--- config.mk ---
export PLATFORM = sky130hd
export DESIGN_NAME = quantize_stream_flat
export DESIGN_NICKNAME = d
export VERILOG_FILES = /design/src/rtl/quantize_stream_if.sv /design/src/rtl/quantize_stream.sv /design/src/flat_wrapper.sv
export SDC_FILE = /design/constraint.sdc
export NUM_CORES = 1
export LEC_CHECK = 0
export CORE_ASPECT_RATIO = 1.25
export CORE_MARGIN = 5
export CORE_UTILIZATION = 40
export CTS_CLUSTER_DIAMETER = 80
export DETAILED_ROUTE_END_ITERATION = 7
export MAX_ROUTING_LAYER = met4
export PLACE_DENSITY = 0.79
export SYNTH_ARGS = -nofsm -noshare
export SYNTH_HDL_FRONTEND = slang
export SYNTH_SLANG_ARGS = --single-unit
--- constraint.sdc ---
create_clock -name clk -period 3.3 [get_ports clk]
set_input_delay 0.495 -clock clk [delete_from_list [all_inputs] [get_ports clk]]
set_output_delay 0.495 -clock clk [all_outputs]
set_load 0.02 [all_outputs]
--- src/rtl/quantize_stream_if.sv ---
// Stream bundle for quantize_stream: input beat handshake with its rounding mode,
// and the output beat handshake with per-lane saturation flags.
interface quantize_stream_if #(
    parameter int LANES = 4,
    parameter int IN_W  = 34,
    parameter int OUT_W = 16
);
    logic                   in_valid;
    logic                   in_ready;
    logic [LANES*IN_W-1:0]  in_data;
    logic [1:0]             round_mode;
    logic                   out_valid;
    logic                   out_ready;
    logic [LANES*OUT_W-1:0] out_data;
    logic [LANES-1:0]       out_sat;

    // Block side: consumes input beats, produces output beats.
    modport slave (
        input  in_valid, in_data, round_mode, out_ready,
        output in_ready, out_valid, out_data, out_sat
    );

    // Environment side: produces input beats, consumes output beats.
    modport master (
        output in_valid, in_data, round_mode, out_ready,
        input  in_ready, out_valid, out_data, out_sat
    );
endinterface

--- src/rtl/quantize_stream.sv ---
// Multi-lane fixed-point requantizer: round in stage 1, shift and saturate in stage 2,
// with a saturating count of clipped lanes.
module quantize_stream #(
    parameter int IN_INT_W  = 18,
    parameter int IN_DEC_W  = 16,
    parameter int OUT_INT_W = 8,
    parameter int OUT_DEC_W = 8,
    parameter int LANES     = 4,
    parameter int SIGNED    = 1,
    parameter int CNT_W     = 16
) (
    input  logic                clk,
    input  logic                rst,
    quantize_stream_if.slave    bus,
    output logic [CNT_W-1:0]    sat_count,
    input  logic                clear_count
);
    localparam int IN_W  = IN_INT_W + IN_DEC_W;
    localparam int OUT_W = OUT_INT_W + OUT_DEC_W;
    localparam int D     = IN_DEC_W - OUT_DEC_W;
    localparam int SW    = IN_W + 1;   // rounded sum, one guard bit so it cannot wrap
    localparam int XW    = IN_W + 2;   // signed compare domain for both signednesses

    localparam logic [SW-1:0]        HALF  = SW'(1) << (D - 1);
    localparam logic signed [XW-1:0] ONE   = 1;
    localparam logic signed [XW-1:0] MAX_V = (SIGNED != 0) ? ((ONE <<< (OUT_W - 1)) - ONE)
                                                           : ((ONE <<< OUT_W) - ONE);
    localparam logic signed [XW-1:0] MIN_V = (SIGNED != 0) ? -(ONE <<< (OUT_W - 1)) : '0;

    if (D < 1 || IN_INT_W < OUT_INT_W) begin : g_bad_params
        $error("quantize_stream: need IN_DEC_W > OUT_DEC_W and IN_INT_W >= OUT_INT_W");
    end

    logic                   s1_valid;
    logic                   s2_valid;
    logic                   adv1;
    logic                   adv2;
    logic [SW-1:0]          sum_d  [LANES];
    logic [SW-1:0]          s1_sum [LANES];
    logic [LANES*OUT_W-1:0] q_pack;
    logic [LANES-1:0]       sat_d;
    logic [LANES*OUT_W-1:0] out_data_q;
    logic [LANES-1:0]       out_sat_q;

    assign adv2         = ~s2_valid | bus.out_ready;
    assign adv1         = ~s1_valid | adv2;
    assign bus.in_ready = adv1;
    assign bus.out_valid = s2_valid;
    assign bus.out_data  = out_data_q;
    assign bus.out_sat   = out_sat_q;

    for (genvar g = 0; g < LANES; g++) begin : g_lane
        logic [IN_W-1:0]        x;
        logic [SW-1:0]          ext;
        logic [SW-1:0]          inc;
        logic signed [XW-1:0]   xv;
        logic signed [XW-1:0]   sh;
        logic [OUT_W-1:0]       q_l;
        logic                   sat_l;

        assign x   = bus.in_data[g*IN_W +: IN_W];
        assign ext = (SIGNED != 0) ? {x[IN_W-1], x} : {1'b0, x};

        // NOTE: every output of a combinational block gets a default first, so no path leaves it unassigned and no latch is inferred.
        always_comb begin
            inc = '0;
            case (bus.round_mode)
                2'd1:    inc = HALF;
                2'd2:    inc = HALF - SW'(1) + SW'(x[D]);   // ties go to the even kept LSB
                default: inc = '0;
            endcase
        end

        assign sum_d[g] = ext + inc;

        // Widen once more so an unsigned sum using its guard bit stays non-negative here.
        assign xv = (SIGNED != 0) ? {s1_sum[g][SW-1], s1_sum[g]} : {1'b0, s1_sum[g]};
        assign sh = xv >>> D;

        always_comb begin
            q_l   = sh[OUT_W-1:0];
            sat_l = 1'b0;
            if (sh > MAX_V) begin
                q_l   = MAX_V[OUT_W-1:0];
                sat_l = 1'b1;
            end else if (sh < MIN_V) begin
                q_l   = MIN_V[OUT_W-1:0];
                sat_l = 1'b1;
            end
        end

        assign q_pack[g*OUT_W +: OUT_W] = q_l;
        assign sat_d[g]                 = sat_l;
    end

    // NOTE: sequential state is written with non-blocking assignments so every register samples pre-edge values.
    always_ff @(posedge clk) begin
        if (rst) begin
            s1_valid   <= 1'b0;
            s2_valid   <= 1'b0;
            out_data_q <= '0;
            out_sat_q  <= '0;
        end else begin
            if (adv1) s1_valid <= bus.in_valid;
            if (adv2) begin
                s2_valid <= s1_valid;
                if (s1_valid) begin
                    out_data_q <= q_pack;
                    out_sat_q  <= sat_d;
                end
            end
        end
    end

    // NOTE: the stage-1 sum registers carry no reset; s1_valid qualifies them, so stale contents are never observed.
    always_ff @(posedge clk) begin
        if (adv1 && bus.in_valid) s1_sum <= sum_d;
    end

    logic [CNT_W:0] cnt_sum;
    assign cnt_sum = {1'b0, sat_count} + (CNT_W + 1)'($countones(out_sat_q));

    always_ff @(posedge clk) begin
        if (rst || clear_count) begin
            sat_count <= '0;
        end else if (s2_valid && bus.out_ready) begin
            sat_count <= cnt_sum[CNT_W] ? '1 : cnt_sum[CNT_W-1:0];
        end
    end
endmodule

--- src/flat_wrapper.sv ---
// flat-port wrapper written by rule: the top's interface ports become plain ports
module quantize_stream_flat 
#(
    parameter int IN_INT_W  = 18,
    parameter int IN_DEC_W  = 16,
    parameter int OUT_INT_W = 8,
    parameter int OUT_DEC_W = 8,
    parameter int LANES     = 4,
    parameter int SIGNED    = 1,
    parameter int CNT_W     = 16
)
  (clk, rst, sat_count, clear_count, bus_in_valid, bus_in_data, bus_round_mode, bus_out_ready, bus_in_ready, bus_out_valid, bus_out_data, bus_out_sat);
  quantize_stream_if #(.LANES(LANES), .IN_W((34)), .OUT_W((16))) bus_i ();
  input  logic clk;
  input  logic rst;
  output logic [CNT_W-1:0] sat_count;
  input  logic clear_count;
  input wire logic [$bits(bus_i.in_valid)-1:0] bus_in_valid;
  input wire logic [$bits(bus_i.in_data)-1:0] bus_in_data;
  input wire logic [$bits(bus_i.round_mode)-1:0] bus_round_mode;
  input wire logic [$bits(bus_i.out_ready)-1:0] bus_out_ready;
  output wire logic [$bits(bus_i.in_ready)-1:0] bus_in_ready;
  output wire logic [$bits(bus_i.out_valid)-1:0] bus_out_valid;
  output wire logic [$bits(bus_i.out_data)-1:0] bus_out_data;
  output wire logic [$bits(bus_i.out_sat)-1:0] bus_out_sat;
  assign bus_i.in_valid = bus_in_valid;
  assign bus_i.in_data = bus_in_data;
  assign bus_i.round_mode = bus_round_mode;
  assign bus_i.out_ready = bus_out_ready;
  assign bus_in_ready = bus_i.in_ready;
  assign bus_out_valid = bus_i.out_valid;
  assign bus_out_data = bus_i.out_data;
  assign bus_out_sat = bus_i.out_sat;
  quantize_stream #(.IN_INT_W(IN_INT_W), .IN_DEC_W(IN_DEC_W), .OUT_INT_W(OUT_INT_W), .OUT_DEC_W(OUT_DEC_W), .LANES(LANES), .SIGNED(SIGNED), .CNT_W(CNT_W)) u_core (.clk(clk), .rst(rst), .bus(bus_i), .sat_count(sat_count), .clear_count(clear_count));
endmodule
==> results of run 1 <==
-- worst paths after layout --
| check | start | slack, ns | end |
|---|---|---|---|
| setup / recovery | bus_round_mode[0] | 0.40 | u_core.g_lane[3].sh[9]$_DFFE_PP_ |
| hold / removal | u_core.bus.out_data[31]$_SDFFE_PP0P_ | 0.46 | u_core.bus.out_data[31]$_SDFFE_PP0P_ |
| setup reg to reg | u_core.bus.out_sat[2]$_SDFFE_PP0P_ | 0.62 | u_core.sat_count[15]$_SDFFE_PP0P_ |
| hold reg to reg | u_core.bus.out_data[31]$_SDFFE_PP0P_ | 0.46 | u_core.bus.out_data[31]$_SDFFE_PP0P_ |
-- layout by cell type (no fill, tap or decap), drive strengths merged, types with 3 or more instances in the layout --
cell	n
edfxtp	108
nor2b	5
xor2	31
nor3	23
a221oi	16
mux2i	5
clkinv	8
and4	10
a31oi	4
nor4	14
a21oi	29
o31ai	3
and3	22
clkdlybuf4s50	227
fa	3
nand4	40
or3	5
buf	37
inv	17
nand2b	3
dfxtp	86
xnor2	80
ha	12
a211oi	49
nand3	58
clkbuf	19
and2	6
nor2	93
nand2	85
nor3b	4
-- power by group --
part           internal (mW)  switching, mW
Combinational          0.403          0.396
Clock                   1.00          0.960
Sequential              2.70         0.0680
-- registers in the layout (all words and copies together) (netlist names) --
| name | cells |
|---|---|
| u_core.s1_valid | 1 |
| u_core.sat_count | 16 |
| u_core.bus.out_data | 64 |
| u_core.bus.out_sat | 4 |
| u_core.g_lane.sh | 108 |
| u_core.bus.out_valid | 1 |
-- metal layers --
layer / vias up / routed length (um) / track usage, %
li1: 3649 / - / -
met1: 3449 / 9460 / 20.3
met2: 184 / 12000 / 31.2
met3: 27 / 874 / 3.01
met4: 0 / 527 / 6.45
met5: - / 0 / -
-- logic make-up after synthesis --
kind of cell / count (synthesis) / share of synthesized area [%]
fa+ha+maj: 15 / 2.30
buf+inv: 51 / 2.62
simple gates: 376 / 21.0
flops: 194 / 54.4
xor+xnor: 111 / 10.7
compound gates: 108 / 8.47
mux: 5 / 0.548
-- per-stage QoR --
step	hold WS [ns]	TNS (ns)	instances	util, %	power, mW
after floorplan	0.470	0	860	-	3.18
after global placement	0.448	0	1368	53.2	3.61
after detailed placement	0.449	-0.183	1368	53.2	3.63
after CTS	0.459	0	1400	55.7	5.57
after global routing	0.504	0	1400	55.7	5.76
final	0.459	0	1400	55.7	5.53
-- area by class of cell --
| type | instances | share of cell area [%] |
|---|---|---|
| Sequential cell | 194 | 39.9 |
| Multi-Input combinational cell | 615 | 31.7 |
| Timing Repair Buffer | 264 | 20.8 |
| Clock buffer | 19 | 3.49 |
| Tap cell | 283 | 2.84 |
| Clock inverter | 13 | 1.02 |
| Inverter | 12 | 0.362 |
-- worst max-delay path: cells and delay by family --
family,cells,cell delay (ns)
compound gates,2,0.79
xor+xnor,1,0.08
fa+ha+maj,2,0.54
buf+inv,3,0.68
simple gates,3,0.49
==> run summary, run 1 <==
reg2reg path depth = 11
Max H-tree Level = 4
post-placement worst setup slack = -0.0488 ns
Area after DPL = 0.0119 mm2
CP Capture Type = flop
Crit Path Category = in -> reg
Post-synth EDFFs = 108
starting density of the core = 40.8%
antenna violations before repair = 0
FP Rows = 61
average size of a mapped cell = 10.6 um2
Fmax = 344 MHz
Synth Flop Type = edfxtp_1
Hold Vio Cnt, Final = 0
MaxCap Viol Count = 0
pin count of the biggest net entering global routing = 56
gr usage total = 17.7%
Antenna diodes = 0
clk sinks = 194
drt wl/cell = 16.3 um
asr flop ratio synth = 0%
die area = 0.0260 mm2
Worst Max-Slew Pin Slew = 1.10 ns
Data required, critical path = 3.48 ns
final instance area = 0.0125 mm2
CP max FO = 13
# DRC = 0
share of layout cells above drive strength 1 = 7.70%
fin. max-slew vios = 0
Fillers = 1,897
WHS Path Cells = 2
Syn-to-layout area delta = 36.5%
CTS clock-pin slew for the worst setup and hold paths = 0.08 ns
I/O pin cnt = 229
CTS tree = yes
outcome = finished, final reports clean
worst-path cell chain = clkdlybuf4s50_1 -> inv_1 -> ha_1 -> buf_4 -> nor2_1 -> ha_1 -> and3b_1 -> a32o_1 -> a221o_1 -> nand4_1 -> xnor2_1
drt first-iter violations = 299
routability congestion estimate from global placement = 0.827
sequential element share of the synthesized area = 54.4%
top cells by area, synth = edfxtp_1, dfxtp_1, xnor2_1
Worst path most repeated cell = ha_1
final setup margin = 0.397 ns
Commonest cells post-synth = edfxtp_1, nor2_1, dfxtp_1
worst-case clock buffer depth = 2
Post-CTS Resized = 0
clk_skew = 0.0165 ns
DP HPWL = 17,600 um
most frequent cell after synthesis = edfxtp_1
Critical Path Max Stage Delay = 0.52 ns
nets@finish = 1,262
Root Driver = clkbuf_16
hold buffer count at CTS = 0
Post-Syn Area = 0.00913 mm2
Rel. slew slack = 26.5%
Die Width = 145 um
setup bufs post-CTS = 0
fin crit share = 88.0%
Num CTS Buffers = 17
worst vdd ir = 292 uV
syn_nets = 1,018
First-pass DRT Iterations = 5
register area = 0.00496 mm2
total grt overflow = 0
Final setup viols = 0
area of the multi-input gates = 0.00395 mm2
Slowest-stage cell, CP = a221o_1
Setup crit start kind = primary input
Pwr per Cell Area = 444 mW/mm2
clk_lat worst skew = 0.43 ns
Seq cells post-synth = 194
hold crit path type = reg -> reg
global-route wire length before repair = 36,500 um
count of synthesis-stage warnings from yosys = 0
Leakage = 4.39 nW
crit path DAT = 3.09 ns
RSZ-0062 raised after global routing = false
leading area contributor after synthesis = edfxtp_1
unique cell type count in the Yosys netlist = 48
total vias in the final route = 7,309
Port Buf Inserts = 228
fin crit period = 2.90 ns
die height = 179 um
Synth Instances = 860
Yosys top cell area share = 35.5%
Post-DRT Antenna Nets = 0
vias in the first global route = 7,271
core area = 0.0224 mm2
vias per inst = 5.22
Routed WL = 22,900 um
(Power assumes the default switching activity.)
==> run 2, diff against run 1 <==
Settings changed: CORE_MARGIN 5 to default, GPL_TIMING_DRIVEN from default to 0.
==> run 2 against run 1 <==
  * Clock power rose by 5%
  * Flip-flop and latch count did not move
  * Utilization down 0.12 points
  * Sequential share of layout area up 0.22 points
  * Largest cell class unchanged
  * Worst setup slack lost 0.26 ns
  * Global-route usage rose by 2.6 points
  * Maximum frequency decreased by 8.2%
  * Clock-buffer cell count fell by 1
  * Critical path depth rose by 2
==> run summary, run 2 (same netlist as run 1, synthesis figures left out) <==
outcome = finished, final reports clean
Crit path buffers/inverters = 4
CTS tree = yes
core area = 0.0223 mm2
vias in the first global route = 7,081
Worst Hold Path EP = u_core.g_lane[3].sh[0]$_DFFE_PP_
most frequent cells in the layout = clkdlybuf4s50_1, edfxtp_1, nor2_1
Die Width = 137 um
Critical R2R Capture = u_core.sat_count[5]$_SDFFE_PP0P_
clk sinks = 194
number of cells on the critical path = 13
Routed WL = 22,500 um
drt first-iter violations = 341
vias per inst = 5.23
Setup crit start kind = primary input
routability congestion estimate from global placement = 0.868
fin crit share = 95.9%
die area = 0.0234 mm2
placed cells = 1,370
WHS = 0.433 ns
RSZ-0062 raised after global routing = false
Rel. slew slack = 42.6%
post-placement worst setup slack = -0.631 ns
clk_lat worst skew = 0.42 ns
die height = 171 um
starting density of the core = 40.9%
worst-case clock buffer depth = 2
total grt overflow = 0
Final setup viols = 0
I/O pin cnt = 229
Port Buf Inserts = 226
drt wl/cell = 16.1 um
reg-to-reg critical path startpoint = u_core.bus.out_sat[2]$_SDFFE_PP0P_
Data required, critical path = 3.47 ns
MaxCap Viol Count = 0
fin crit period = 3.16 ns
reg2reg path depth = 11
pin count of the biggest net entering global routing = 69
max FFs per register = 108
WHS Path Cells = 2
Fmax = 316 MHz
Worst Max-Slew Pin Slew = 0.853 ns
reg2reg setup slack = 0.52 ns
non-filler cells in the finished layout = 1,402
global-route wire length before repair = 35,300 um
setup bufs post-CTS = 0
Worst path most repeated cell = ha_1
Critical Path Max Stage Delay = 0.48 ns
Slowest-stage cell, CP = clkdlybuf4s50_1
Crit Path Category = in -> reg
CP delay by family, top = buffers and inverters
nets@finish = 1,264
hold crit path type = in -> reg
gr usage total = 20.2%
Leakage = 4.32 nW
final setup margin = 0.136 ns
First-pass DRT Iterations = 5
Max H-tree Level = 4
CP Capture Type = flop
crit path DAT = 3.33 ns
FP Rows = 61
Root Driver = clkbuf_16
total power = 5.64 mW
CP max FO = 10
final setup TNS = 0 ns
fin. max-slew vios = 0
Num CTS Buffers = 17
worst hold start = bus_in_data[110]
CTS clock-pin slew for the worst setup and hold paths = 0.08 ns
total vias in the final route = 7,326
clk_skew = 0.0133 ns
worst-path cell chain = clkdlybuf4s50_1 -> inv_1 -> ha_1 -> buf_2 -> a21oi_1 -> nor2_1 -> ha_1 -> and3b_1 -> a32o_1 -> a221oi_4 -> buf_6 -> nor3_1 -> xor2_1
DP HPWL = 17,300 um
most common cell after layout, fill and taps aside = clkdlybuf4s50_1
Antenna diodes = 0
antenna violations before repair = 0
Syn-to-layout area delta = 35.8%
Hold Vio Cnt, Final = 0
hold buffer count at CTS = 0
# DRC = 0
Post-DRT Antenna Nets = 0
worst vdd ir = 306 uV
share of layout cells above drive strength 1 = 5.54%
Pwr per Cell Area = 455 mW/mm2
[run 2: cell count changes in the layout (fill, tap and decap cells not counted), moves of 2 or more]
cell | before | now
clkbuf_1 | 1 | 22
buf_6 | 0 | 4
buf_1 | 0 | 2
inv_8 | 2 | 4
buf_12 | 3 | 0
o31ai_1 | 0 | 3
o31ai_2 | 3 | 0
buf_4 | 33 | 2
buf_2 | 1 | 8
clkdlybuf4s50_1 | 227 | 225
[run 2: worst reg2reg max path, delay by kind of cell, from the launching register on]
family                   cells  cell delay [ns]
AND/OR/NAND/NOR              3             0.85
adder cells (fa/ha/maj)      3             0.80
flip-flops                   1             0.45
buffers and inverters        3             0.36
AO/OA/AOI/OAI                2             0.25
[run 2: repair_timing]
| item | 4_1_cts | 5_1_grt |
|---|---|---|
| endpoints found under the hold margin | 0 | 0 |
| endpoints found under the setup margin | 27 | 32 |
| resized for setup | 2 | 4 |
[run 2: worst max path at each step]
| stage | from | endpoint | slack (ns) |
|---|---|---|---|
| final | bus_round_mode[0] | u_core.g_lane[3].sh[16]$_DFFE_PP_ | 0.14 |
| after global placement | bus_in_data[76] | u_core.g_lane[2].sh[13]$_DFFE_PP_ | -0.64 |
| after global routing | bus_round_mode[0] | u_core.g_lane[3].sh[21]$_DFFE_PP_ | 0.03 |
| after floorplan | bus_in_data[76] | u_core.g_lane[2].sh[25]$_DFFE_PP_ | 0.44 |
| after detailed placement | bus_in_data[76] | u_core.g_lane[2].sh[3]$_DFFE_PP_ | -0.63 |
| after CTS | bus_round_mode[0] | u_core.g_lane[3].sh[16]$_DFFE_PP_ | 0.10 |
[run 2: metrics by stage]
stage	area [um2]	util [%]
2_1_floorplan	9130	-
3_3_place_gp	11700	52.7
3_5_place_dp	11800	52.8
4_1_cts	12400	55.5
5_1_grt	12400	55.6
6_report	12400	55.6
[run 2: metal layers]
metal / track usage, % / up-vias / part of all wire (%)
met5: - / - / 0
met4: 7.64 / 0 / 2.5
met3: 3.29 / 28 / 4.2
met2: 36.5 / 223 / 54
met1: 21.9 / 3417 / 39
li1: - / 3658 / -
[run 2: power by group]
| part | internal [mW] | switching, mW |
|---|---|---|
| clock | 1.09 | 0.978 |
| combinational | 0.395 | 0.404 |
| sequential | 2.70 | 0.0684 |
| total | 4.19 | 1.45 |
[run 2: layout make-up]
type / instances / area, um2
buffer: 39 / 199
clock buffer: 18 / 429
clock inverter: 14 / 169
fill: 1944 / 9900
inverter: 12 / 45.0
multi-input combinational: 615 / 3940
sequential: 194 / 4960
tap: 283 / 354
timing repair buffer: 227 / 2290
